<file path="src/rtl/coord_delay_line.sv">
// coord_delay_line: DEPTH-stage shift register with synchronous clear, async active-low reset
module coord_delay_line #(
  parameter int DEPTH = 2,
  parameter int W = 26
)(
  input  logic         clk,
  input  logic         reset_n,
  input  logic         i_clr,
  input  logic [W-1:0] i_d,
  output logic [W-1:0] o_q
);
  logic [W-1:0] r_sr [DEPTH];
  always_ff @(posedge clk or negedge reset_n)
    if (!reset_n) r_sr <= '{default: '0};
    else if (i_clr) r_sr <= '{default: '0};
    else begin
      r_sr[0] <= i_d;
      for (int i = 1; i < DEPTH; i++) r_sr[i] <= r_sr[i-1];
    end
  assign o_q = r_sr[DEPTH-1];
endmodule

</file>
<file path="config.mk">
export PLATFORM = sky130hd
export DESIGN_NAME = coord_delay_line
export DESIGN_NICKNAME = d
export VERILOG_FILES = /design/src/rtl/coord_delay_line.sv
export SDC_FILE = /design/constraint.sdc
export NUM_CORES = 1
export LEC_CHECK = 0
export CAP_MARGIN = 20
export CORE_UTILIZATION = 43
export CTS_BUF_LIST = sky130_fd_sc_hd__clkbuf_8
export CTS_CLUSTER_DIAMETER = 150
export DETAILED_ROUTE_END_ITERATION = 12
export HOLD_SLACK_MARGIN = 0.15
export MAX_ROUTING_LAYER = met4
export PLACE_DENSITY = 0.77
export SYNTH_ARGS = -nofsm -noshare
export SYNTH_HDL_FRONTEND = slang
export SYNTH_SLANG_ARGS = --single-unit
</file>
<file path="constraint.sdc">
create_clock -name clk -period 0.8 [get_ports clk]
set_input_delay 0.16 -clock clk [delete_from_list [all_inputs] [get_ports clk]]
set_output_delay 0.16 -clock clk [all_outputs]
set_load 0.01 [all_outputs]
</file>
==> results.py, run 1 <==
metrics = {
    "finish": {
        "syn_to_final_growth_pct": 23.2,
        "nFillCells": 336,
        "final_cells": 221,
        "layout-drive-gt1-share_pct": 22.8,
        "design_area_um2": 2270,
        "antennaDiodeCount": 0,
        "finalNetCount": 199,
        "final_util_pct": 56.1,
    },
    "timing": {
        "finalCritPeriodShare_pct": 120,
        "finalCriticalPeriod_ns": 0.963,
        "hold_viol_final": 0,
        "drv_slew": 0,
        "fmax_mhz": 1040,
        "rsz0062_at_grt": "true",
        "worst_slew_pin_slew_ns": 0.246,
        "setup_viol": 26,
        "slew_headroom_pct": 83.6,
        "worst_slack_ns": -0.163,
        "hold_slack_ns": 0.251,
        "finClkSkew_ns": 0.00594,
    },
    "synth": {
        "yosysWarnings": 0,
        "ys_ff_latch": 52,
        "synthFlopType": "dfrtp_1",
        "syn_area_um2": 1850,
        "synth_common_cells": "dfrtp_1 (52), nor2b_1 (52), buf_4 (26)",
        "ys_async_sr_fraction_pct": 100,
        "yosys.area.top_type": "dfrtp_1",
        "avgSynthCellArea_um2": 13.7,
        "synth_edf_count": 0,
        "ys_top_cells_by_area": "dfrtp_1 (70%), nor2b_1 (18%), buf_4 (11%), buf_2 (1.4%)",
        "synthDistinctLibCells": 4,
        "syn_inst": 135,
        "yosysSeqAreaShare_pct": 70.5,
        "yosysTopAreaCellShare_pct": 70.5,
        "syn-num-nets": 164,
    },
    "detailed_routing": {
        "via_per_inst": 4.23,
        "drc_errors": 0,
        "routed_wl_um": 2470,
        "first_pass_iters": 5,
        "ant_nets": 0,
        "vias": 934,
        "detail_route.wl_per_cell_um": 11.2,
        "drt_iter0_markers": 28,
    },
    "place": {
        "hpwl_um": 1820,
        "io_buffers": 54,
        "dpl_worst_slack_ns": -0.212,
        "place_area_um2": 2270,
        "place_inst": 212,
        "place.gp.congestion": 0.720,
    },
    "global_routing": {
        "grt_pass1_wl_um": 3910,
        "first_global_vias": 873,
        "grt_util_all_layers_pct": 12.9,
        "grt_max_degree": 41,
        "overflow": 0,
        "grt_antenna_before_repair": 0,
    },
    "worst_hold_path": {
        "hold_path_startpoint": "i_clr",
        "min_path_type": "input port to flip-flop",
    },
    "critical_path": {
        "worstSetupStartpoint": "o_q[22]",
        "path_buf_inv": 1,
        "crit_fanout": 1,
        "r2r_start": "r_sr[45]",
        "critPathKind": "flip-flop to output pin",
        "end_kind": "output pin",
        "path_cells": "buf_2",
        "crit_slowest_cell": "dfrtp_1",
        "cpLargestDelayFamily": "flip-flops",
        "worstPathArrival_ns": 0.80,
        "worstPathRequired_ns": 0.64,
        "cp-start-kind": "flip-flop",
        "slowest_delay_ns": 0.37,
    },
    "floorplanning": {
        "start_util_pct": 45.5,
        "num_rows": 23,
        "die_area_um2": 4560,
        "design.portCount": 55,
        "die_w_um": 67.5,
        "die_h_um": 67.5,
        "core_area_um2": 4060,
    },
    "power_and_ir_drop": {
        "leakage_nw": 1.14,
        "p_per_area_nw_per_um2": 2130,
        "ir_drop_uv": 1350,
    },
    "clock_network": {
        "clk_pin_slew_ns": 0.08,
        "cts.htree.levels": 2,
        "cts_sinks": 52,
        "cts_tree": "done",
        "clockRootBuffer": "clkbuf_8",
        "cts_setup_buffers": 0,
        "clkLatencyLatePin_ns": 0.29,
        "cts_made_buffers": 5,
        "cts_buffer_depth": 2,
    },
    "job": {
        "cap_violations": 0,
    },
    "outcome": {
        "outcome": "complete, but fails checks",
        "violations": "negative setup slack",
    },
}
## path summary, 6_finish.rpt
check / end / slack [ns] / depth (start not counted)
worst max-delay path: o_q[22] / -0.16 / 1
worst min-delay path: r_sr[50] / 0.25 / 3
worst max register to register: o_q[19] / 0.19 / 1
worst min register to register: o_q[13] / 0.46 / 1
max in group asynchronous: r_sr[28] / 0.11 / 3
min in group asynchronous: o_q[9] / 0.26 / 2
## cell usage in the layout, fill, tap and decap left out
cell type | netlist | layout
inv_1 | 0 | 1
buf_4 | 26 | 2
bufinv_16 | 0 | 1
buf_12 | 0 | 2
clkdlybuf4s50_1 | 0 | 26
buf_6 | 0 | 2
nor2b_1 | 52 | 52
dlygate4sd3_1 | 0 | 1
clkbuf_8 | 0 | 5
dfrtp_1 | 52 | 52
buf_2 | 5 | 26
clkinv_2 | 0 | 1
## timing repair
| item | CTS | global route |
|---|---|---|
| resized for setup | 104 | 2 |
| setup endpoints to repair | 26 | 26 |
| endpoints found under the hold margin | 52 | 0 |
| cloned | 0 | 0 |
| hold buffers | 1 | 0 |
## power by group
group / internal (mW) / leakage, nW / switching, mW
combinational: 0.241 / 0.393 / 0.170
sequential: 2.74 / 0.685 / 0.0241
clock: 0.915 / 0.0593 / 0.751
total: 3.89 / 1.14 / 0.945
## per-stage QoR
stage	TNS, ns	power (mW)
2_1_floorplan	0	3.02
3_3_place_gp	-4.91	3.27
3_5_place_dp	-5.30	3.28
4_1_cts	-4.26	4.91
5_1_grt	-4.93	5.11
6_report	-3.81	4.84
## sequential cells by signal, indices dropped and copies added, names as in the netlist
register  flops
r_sr         26
o_q          26
## metal layers
metal,wire length (um),track usage (%),up-vias,share of wire (%)
li1,-,-,443,-
met3,239,7.09,4,9.7
met5,0,-,-,0
met4,47,7.18,0,1.9
met1,935,14.8,450,38
met2,1250,17.8,37,50
## cell families after synthesis
kind of cell / Yosys count / share of synthesized area (%)
buffers and inverters: 31 / 11.9
and+or+nand+nor: 52 / 17.6
DFF: 52 / 70.5
## cell type report
type / count / area [um^2] / share of cell area, %
clock buffers: 5 / 68.8 / 3.03
clock inverters: 3 / 38.8 / 1.71
multi-input cells: 52 / 325 / 14.3
flip-flops and latches: 52 / 1300 / 57.2
well taps: 50 / 62.6 / 2.75
repair buffers: 59 / 478 / 21.0
(Power assumes the default switching activity.)
==> inputs of run 2 (changes only) <==
Settings changed: CAP_MARGIN 20 to not set.
==> results of run 2 <==
The final DEF is identical to that of run 1; final timing and power are the same.
==> inputs of run 3 (changes only) <==
Settings changed: SETUP_SLACK_MARGIN set to 0.3.
==> run 3 against run 2 <==
  * The run ends with negative hold slack, negative setup slack left
  * Maximum frequency down 0.87%
  * Clock power decreased by 11%
  * Clock-buffer cell count is 1 higher
  * Clock skew decreased by 0.0027 ns
  * Sequential share of layout area shrank 3.7 points
  * Register-to-register slack about the same
  * Non-clock buffer count is 2 lower
  * Wire length up 15%
  * Utilization increased by 3.9 points
  * Worst hold slack lost 0.40 ns
  * Critical path type unchanged
  * Critical endpoint is now o_q[14]
  * Largest power group unchanged
==> results.py, run 3 (same netlist as run 1, synthesis figures left out) <==
metrics = {
    "outcome": {
        "outcome": "complete, but fails checks",
        "violations": "negative hold slack, negative setup slack",
    },
    "timing": {
        "rsz0062_at_grt": "true",
        "worst_slew_pin_slew_ns": 0.262,
        "finalCriticalPeriod_ns": 0.972,
        "setup_viol": 26,
        "hold_slack_ns": -0.153,
        "worst_slack_ns": -0.172,
        "drv_slew": 0,
        "hold_viol_final": 52,
        "slew_headroom_pct": 82.6,
        "setup_tns_ns": -4.01,
        "finClkSkew_ns": 0.00319,
        "finalCritPeriodShare_pct": 121,
        "fmax_mhz": 1030,
    },
    "finish": {
        "design_area_um2": 2430,
        "final_cells": 219,
        "finalNetCount": 197,
        "syn_to_final_growth_pct": 31.8,
        "layout_common_cells": "dfrtp_1 (52), nor2b_1 (28), buf_2 (25)",
        "final_common_cell": "dfrtp_1",
        "antennaDiodeCount": 0,
        "layout-drive-gt1-share_pct": 37.3,
    },
    "detailed_routing": {
        "drc_errors": 0,
        "first_pass_iters": 2,
        "drt_iter0_markers": 50,
        "via_per_inst": 4.30,
        "vias": 941,
        "routed_wl_um": 2830,
        "ant_nets": 0,
        "detail_route.wl_per_cell_um": 12.9,
    },
    "worst_hold_path": {
        "min_path_type": "input port to asynchronous set/reset pin",
    },
    "floorplanning": {
        "core_area_um2": 4060,
        "die_w_um": 67.5,
        "design.portCount": 55,
        "num_rows": 23,
        "die_h_um": 67.5,
        "start_util_pct": 45.5,
        "die_area_um2": 4560,
    },
    "place": {
        "io_buffers": 54,
        "place_inst": 211,
        "hpwl_um": 1800,
        "place_area_um2": 2280,
        "dpl_worst_slack_ns": -0.218,
        "place.gp.congestion": 0.674,
    },
    "global_routing": {
        "grt_util_all_layers_pct": 14.2,
        "first_global_vias": 978,
        "grt_antenna_before_repair": 0,
        "grt_max_degree": 53,
        "grt_pass1_wl_um": 4370,
        "overflow": 0,
    },
    "job": {
        "cap_violations": 0,
    },
    "power_and_ir_drop": {
        "p_per_area_nw_per_um2": 1940,
        "totalPowerFinal_mw": 4.73,
        "ir_drop_uv": 884,
        "leakage_nw": 1.29,
    },
    "clock_network": {
        "cts_tree": "done",
        "cts_setup_buffers": 0,
        "cts_sinks": 52,
        "cts_buffer_depth": 2,
        "cts_made_buffers": 5,
        "clk_pin_slew_ns": 0.09,
        "clkLatencyLatePin_ns": 0.29,
        "cts.htree.levels": 2,
        "clockRootBuffer": "clkbuf_8",
    },
    "critical_path": {
        "slowest_delay_ns": 0.38,
        "worstPathArrival_ns": 0.81,
        "worstPathRequired_ns": 0.64,
        "path_buf_inv": 1,
        "ff2ff_path_depth": 1,
        "crit_slowest_cell": "dfrtp_1",
        "path_cells": "buf_2",
        "end_kind": "output pin",
        "cpLargestDelayFamily": "flip-flops",
        "critPathKind": "flip-flop to output pin",
        "cp-start-kind": "flip-flop",
        "r2r_start": "r_sr[40]",
        "r2r_end": "o_q[14]",
        "crit_fanout": 1,
        "rrSetupSlack_ns": 0.19,
    },
}
## run 3: changes by cell type in the layout (fill, tap and decap cells not counted), sizes merged
cell / change
buf: -1
dlygate4sd2: +10
clkinv: +1
dlymetal6s2s: +8
dlygate4sd3: -1
clkdlybuf4s50: -18
inv: -1
clkbuf: +1
bufinv: -1
## run 3: stage by stage
step,hold slack (ns),utilization [%]
2_1_floorplan,-0.136,-
3_3_place_gp,0.160,56.2
3_5_place_dp,0.173,56.2
4_1_cts,-0.146,56.9
5_1_grt,-0.144,60.0
6_report,-0.153,60.0
## run 3: final cells by class
class / count / area [um^2]
flip-flops and latches: 52 / 1300
multi-input cells: 52 / 490
well taps: 50 / 62.6
fillers: 332 / 1620
clock buffers: 6 / 82.6
repair buffers: 57 / 487
clock inverters: 2 / 10.0
## run 3: what timing repair did
action	4_1_cts	5_1_grt
setup endpoints to repair	62	61
endpoints found under the hold margin	52	60
resized for setup	133	33
## run 3: layer usage
metal | share of wire [%] | track usage (%)
met3 | 6.3 | 4.05
met2 | 53 | 23.5
met5 | 0 | -
met1 | 39 | 15.2
met4 | 1.1 | 7.98
## run 3: power breakdown
part	leakage, nW	switching, mW	internal [mW]
combinational	0.551	0.208	0.271
clock	0.0510	0.790	0.691
sequential	0.685	0.0321	2.74
## run 3: worst max-delay path by stage
| stage | slack (ns) | depth (start not counted) | start | end |
|---|---|---|---|---|
| finish | -0.17 | 1 | o_q[14] | o_q[14] |
| global route | -0.21 | 1 | o_q[21] | o_q[21] |
| CTS | -0.18 | 1 | o_q[6] | o_q[6] |
| detailed placement | -0.22 | 1 | o_q[6] | o_q[6] |
| global placement | -0.20 | 1 | o_q[24] | o_q[24] |
| floorplan | 0.18 | 1 | o_q[0] | o_q[0] |
